===== config.mk =====
export PLATFORM = sky130hd
export DESIGN_NAME = xtal_osc_ctrl
export DESIGN_NICKNAME = d
export VERILOG_FILES = /design/src/rtl/xtal_osc_ctrl.sv
export SDC_FILE = /design/constraint.sdc
export NUM_CORES = 1
export LEC_CHECK = 0
export CORE_MARGIN = 4
export CORE_UTILIZATION = 45
export DETAILED_ROUTE_END_ITERATION = 8
export PLACE_DENSITY = 0.6
export RECOVER_POWER = 50
export SKIP_CTS_REPAIR_TIMING = 1
export SYNTH_ARGS = -nofsm -noshare
export SYNTH_HDL_FRONTEND = slang
export SYNTH_SLANG_ARGS = --single-unit

===== constraint.sdc =====
create_clock -name CLK -period 3.3 [get_ports CLK]
set_input_delay 0.66 -clock CLK [delete_from_list [all_inputs] [get_ports CLK]]
set_output_delay 0.66 -clock CLK [all_outputs]
set_load 0.03 [all_outputs]

===== src/rtl/xtal_osc_ctrl.sv =====
// Crystal oscillator startup sequencer and frequency monitor; XCLK edges are counted
// against fixed windows of the reference clock, with bounded retries and run-mode loss detection.
module xtal_osc_ctrl #(
  parameter int STARTUP_CYCLES = 4096,
  parameter int WINDOW         = 256,
  parameter int MIN_EDGES      = 32,
  parameter int MAX_EDGES      = 96,
  parameter int RETRIES        = 3
) (
  input  logic       CLK,
  input  logic       RST,
  input  logic       ENABLE,
  input  logic       XCLK,
  output logic       OSC_EN,
  output logic       XTAL_GOOD,
  output logic       FAIL,
  output logic [7:0] EDGE_COUNT,
  output logic [2:0] STATE
);

  localparam logic [2:0] ST_OFF     = 3'd0;
  localparam logic [2:0] ST_STARTUP = 3'd1;
  localparam logic [2:0] ST_MEASURE = 3'd2;
  localparam logic [2:0] ST_RUN     = 3'd3;
  localparam logic [2:0] ST_FAILED  = 3'd4;

  // One timer serves both the settling period and the measurement window.
  localparam int TMAX = (STARTUP_CYCLES > WINDOW) ? STARTUP_CYCLES : WINDOW;
  localparam int TW   = (TMAX > 2) ? $clog2(TMAX) : 1;

  localparam logic [TW-1:0] STARTUP_LAST = TW'(STARTUP_CYCLES - 1);
  localparam logic [TW-1:0] WINDOW_LAST  = TW'(WINDOW - 1);
  localparam logic [TW-1:0] TIMER_ONE    = TW'(1);
  localparam logic [7:0]    MIN_CNT      = 8'(MIN_EDGES);
  localparam logic [7:0]    MAX_CNT      = 8'(MAX_EDGES);
  localparam logic [2:0]    RETRY_LIM    = 3'(RETRIES);

  logic          s1;
  logic          s2;
  logic          s3;
  logic          edge_pulse;
  logic [2:0]    state;
  logic [2:0]    state_nxt;
  logic [TW-1:0] timer;
  logic [TW-1:0] timer_nxt;
  logic [7:0]    edge_cnt;
  logic [7:0]    edge_cnt_nxt;
  logic [7:0]    final_cnt;
  logic [7:0]    edge_count_nxt;
  logic [2:0]    attempts;
  logic [2:0]    attempts_nxt;
  logic          window_end;
  logic          in_range;

  always_ff @(posedge CLK or posedge RST) begin
    if (RST) begin
      s1 <= 1'b0;
      s2 <= 1'b0;
      s3 <= 1'b0;
    end else begin
      s1 <= XCLK;
      s2 <= s1;
      s3 <= s2;
    end
  end

  assign edge_pulse = s2 & ~s3;

  // Count including this cycle's pulse, so the last window cycle is never lost.
  assign final_cnt  = (edge_cnt == 8'hFF) ? 8'hFF : edge_cnt + {7'd0, edge_pulse};
  assign in_range   = (final_cnt >= MIN_CNT) && (final_cnt <= MAX_CNT);
  assign window_end = ((state == ST_MEASURE) || (state == ST_RUN)) && (timer == WINDOW_LAST);

  always_comb begin
    state_nxt      = state;
    timer_nxt      = timer;
    edge_cnt_nxt   = edge_cnt;
    attempts_nxt   = attempts;
    edge_count_nxt = EDGE_COUNT;

    case (state)
      ST_OFF: begin
        if (ENABLE) begin
          state_nxt    = ST_STARTUP;
          timer_nxt    = '0;
          attempts_nxt = '0;
        end
      end
      ST_STARTUP: begin
        if (timer == STARTUP_LAST) begin
          state_nxt    = ST_MEASURE;
          timer_nxt    = '0;
          edge_cnt_nxt = '0;
        end else begin
          timer_nxt = timer + TIMER_ONE;
        end
      end
      ST_MEASURE, ST_RUN: begin
        edge_cnt_nxt = final_cnt;
        timer_nxt    = timer + TIMER_ONE;
        if (window_end) begin
          edge_count_nxt = final_cnt;
          edge_cnt_nxt   = '0;
          timer_nxt      = '0;
          if (in_range) begin
            state_nxt = ST_RUN;
          end else if (state == ST_RUN) begin
            // Lost crystal in run mode gets a fresh set of attempts.
            state_nxt    = ST_STARTUP;
            attempts_nxt = '0;
          end else begin
            attempts_nxt = attempts + 3'd1;
            state_nxt    = (attempts_nxt < RETRY_LIM) ? ST_STARTUP : ST_FAILED;
          end
        end
      end
      ST_FAILED: begin
        state_nxt = ST_FAILED;
      end
      default: begin
        state_nxt = ST_OFF;
      end
    endcase

    // Dropping ENABLE wins over every other transition; EDGE_COUNT still captures a window end.
    if (!ENABLE) begin
      state_nxt = ST_OFF;
    end
  end

  always_ff @(posedge CLK or posedge RST) begin
    if (RST) begin
      state      <= ST_OFF;
      timer      <= '0;
      edge_cnt   <= '0;
      attempts   <= '0;
      EDGE_COUNT <= '0;
      OSC_EN     <= 1'b0;
      XTAL_GOOD  <= 1'b0;
      FAIL       <= 1'b0;
    end else begin
      state      <= state_nxt;
      timer      <= timer_nxt;
      edge_cnt   <= edge_cnt_nxt;
      attempts   <= attempts_nxt;
      EDGE_COUNT <= edge_count_nxt;
      OSC_EN     <= (state_nxt == ST_STARTUP) || (state_nxt == ST_MEASURE) || (state_nxt == ST_RUN);
      XTAL_GOOD  <= (state_nxt == ST_RUN);
      FAIL       <= (state_nxt == ST_FAILED);
    end
  end

  assign STATE = state;

endmodule


==> out/qor.csv <==
metric;value;unit
clock tree from TritonCTS;done;
worst setup path class;reg -> reg;
syn avg cell area;9.400;µm²
Clk pin slew, worst setup/hold paths;0.08;ns
worst-margin pin slew;0.5026;ns
drt total wl;4.497;mm
antenna violations before repair;0;
Max IR drop VDD;0.0002346;V
Final period util;76.12;%
Int Pwr;0.7540;mW
synthesized instance count;236;
P_sw;0.2214;mW
antenna viol nets, final;0;
1st-pass router iterations;4;
clk sinks;40;
pre-CTS setup slack;0.8035;ns
LEAKAGE;1.111;nW
Die ar.;6117;µm²
Ant. Diodes;0;
worst hold path depth;0;
global placement routability congestion;0.8261;
Async SR Flop Fraction;100.0;%
Area Growth Syn to Fin;15.00;%
first-pass GRT wire length;7.907;mm
Final Cell Area;2551;µm²
WP data required;3.50;ns
Post-synth EDFFs;0;
max-cap violation count;0;
Pwr Density;382.3;nW/µm²
Max Clk Rate;398.1;MHz
most frequent cells in the layout;dfrtp_1, nand2_1, o21ai_0, a21oi_1, nor2_1;
commonest register cell after synthesis;dfrtp_1;
chip width;78.21;µm
Final setup viols;0;
unrepaired setup endpoints after global routing;no;
Via density;5.419;
arrival time worst endpoint;2.71;ns
hold slack;0.3511;ns
via count;1734;
Register-to-Register Path Depth;9;
GR Overflow Total;0;
largest net degree at the start of global routing;41;
Tot Pwr;0.9754;mW
worst min path class;reg -> reg;
Tot GR Track Use;16.22;%
ratio of cells with drive above 1 in the final layout;11.46;%
Seq/Total Area, Yosys;45.12;%
Worst Setup Slack, final;0.7880;ns
register bit total from synthesis;40;
Logic pwr share;6.6;%
setup TNS;0;ns
clock root buffer;clkbuf_8;
Tmin final;2.512;ns
Net Sw Frac;22.70;%
Ports;18;
worst skew pair latency;0.30;ns
Initial Util;46.66;%
Detailed Route Iter0 Violations;122;
CP endpoint kind;flip-flop;
Seq pwr share;52.8;%
post-synthesis cell area;2218;µm²
status;finished, final reports clean;
Num CTS Buffers;5;
# nets final;261;
syn_nets;245;
Yosys warning count;0;
I/O Buffers;17;
clock buffer depth;2;
DRC Markers;0;
chip height;78.21;µm
Clk network pwr share;40.6;%
site row count;25;
CORE AREA;4755;µm²
Detailed Place HPWL;3.156;mm
Placement Cell Area;2444;µm²
Unique masters post-synth;53;
clock skew;0.007509;ns
post-DR wirelength/cell;14.05;µm
max-slew violations;0;
count of final hold-check violations;0;
H-tree levels;2;
crit path launch type;flip-flop;
relative slew slack;66.19;%
CP Max Fanout;8;
vias in the first global route;1630;
most common cell after layout, fill and taps aside;dfrtp_1;
## through the flow
stage	instances	util, %
detailed placement	312	51.39
global route	320	53.66
CTS	320	53.66
floorplan	236	-
global placement	312	51.39
finish	320	53.66
## cell usage after synthesis (all sizes together) (3+ instances only)
library cell  number  share of area, %
clkbuf             6               1.1
nor2b              4               1.1
nand3              6               1.4
dfrtp             40                45
and3               5               1.5
nand4              3              0.85
buf                4              0.90
o21ai             24               5.4
a21oi             18               4.1
a22o               3               1.4
a31oi              3              0.85
nor3               4              0.90
and2               4               1.2
mux2               6               3.2
and4               3               1.3
o31ai              5               1.7
nor2              12               2.0
inv                9               1.5
ha                 5               2.8
nand2             33               5.7
or4                3               1.4
nand2b             4               1.1
## routing by layer
layer | global-route usage, % | routed length (µm)
met5 | 0 | 0
met1 | 22.28 | 2259
met2 | 24.83 | 1990
met3 | 3.784 | 173
met4 | 6.294 | 73
## path summary, 6_finish.rpt
kind                       start          end  slack, ns
setup / recovery              s2  attempts[2]       0.79
max in group asynchronous    RST  edge_cnt[0]       2.04
min in group asynchronous    RST  attempts[2]       0.92
setup reg to reg              s2  attempts[2]       0.79
hold reg to reg               s1           s2       0.35
hold / removal                s1           s2       0.35
## cell families (layout without fill, tap and decap cells)
kind of cell,Yosys count,after routing,synth area share (%)
and+or+nand+nor,89,89,21.55
DFF,40,40,45.12
muxes,8,8,4.117
adders and majority gates,5,5,2.820
xor gates and xnor gates,4,4,1.580
buffers and inverters,19,36,3.497
AOI/OAI and AO/OA,71,71,21.32
## power by group through the flow
stage / Combinational (mW) / Sequential [mW] / Clock (mW)
after detailed placement: 0.0671 / 0.524 / 0
after CTS: 0.0673 / 0.514 / 0.411
after global placement: 0.0669 / 0.524 / 0
after floorplan: 0.0475 / 0.523 / 0
after global routing: 0.0755 / 0.517 / 0.436
final: 0.0649 / 0.515 / 0.396
## area by class of cell
class                           count  area, µm²
Clock buffer                        6      72.57
Inverter                            9      33.78
Sequential cell                    40       1001
Fill cell                         461       2203
Clock inverter                      2      35.03
Timing Repair Buffer               19      185.2
Tap cell                           67      83.83
Multi-Input combinational cell    177       1140
## worst max-delay path, cell delays in order (launching register included)
cell      delay (ns)
dfrtp_1         0.37
nor2b_1         0.15
ha_1            0.18
ha_1            0.27
and2_1          0.21
o2111a_1        0.23
nor3_1          0.27
a211oi_4        0.16
or4_1           0.50
o311ai_1        0.09
## sequential cells by signal (all words and copies together) (netlist names), 3 cells and up
name	flops
STATE	3
EDGE_COUNT	8
timer	12
edge_cnt	8
attempts	3
Note: power is estimated with default switching activity, not from simulation.
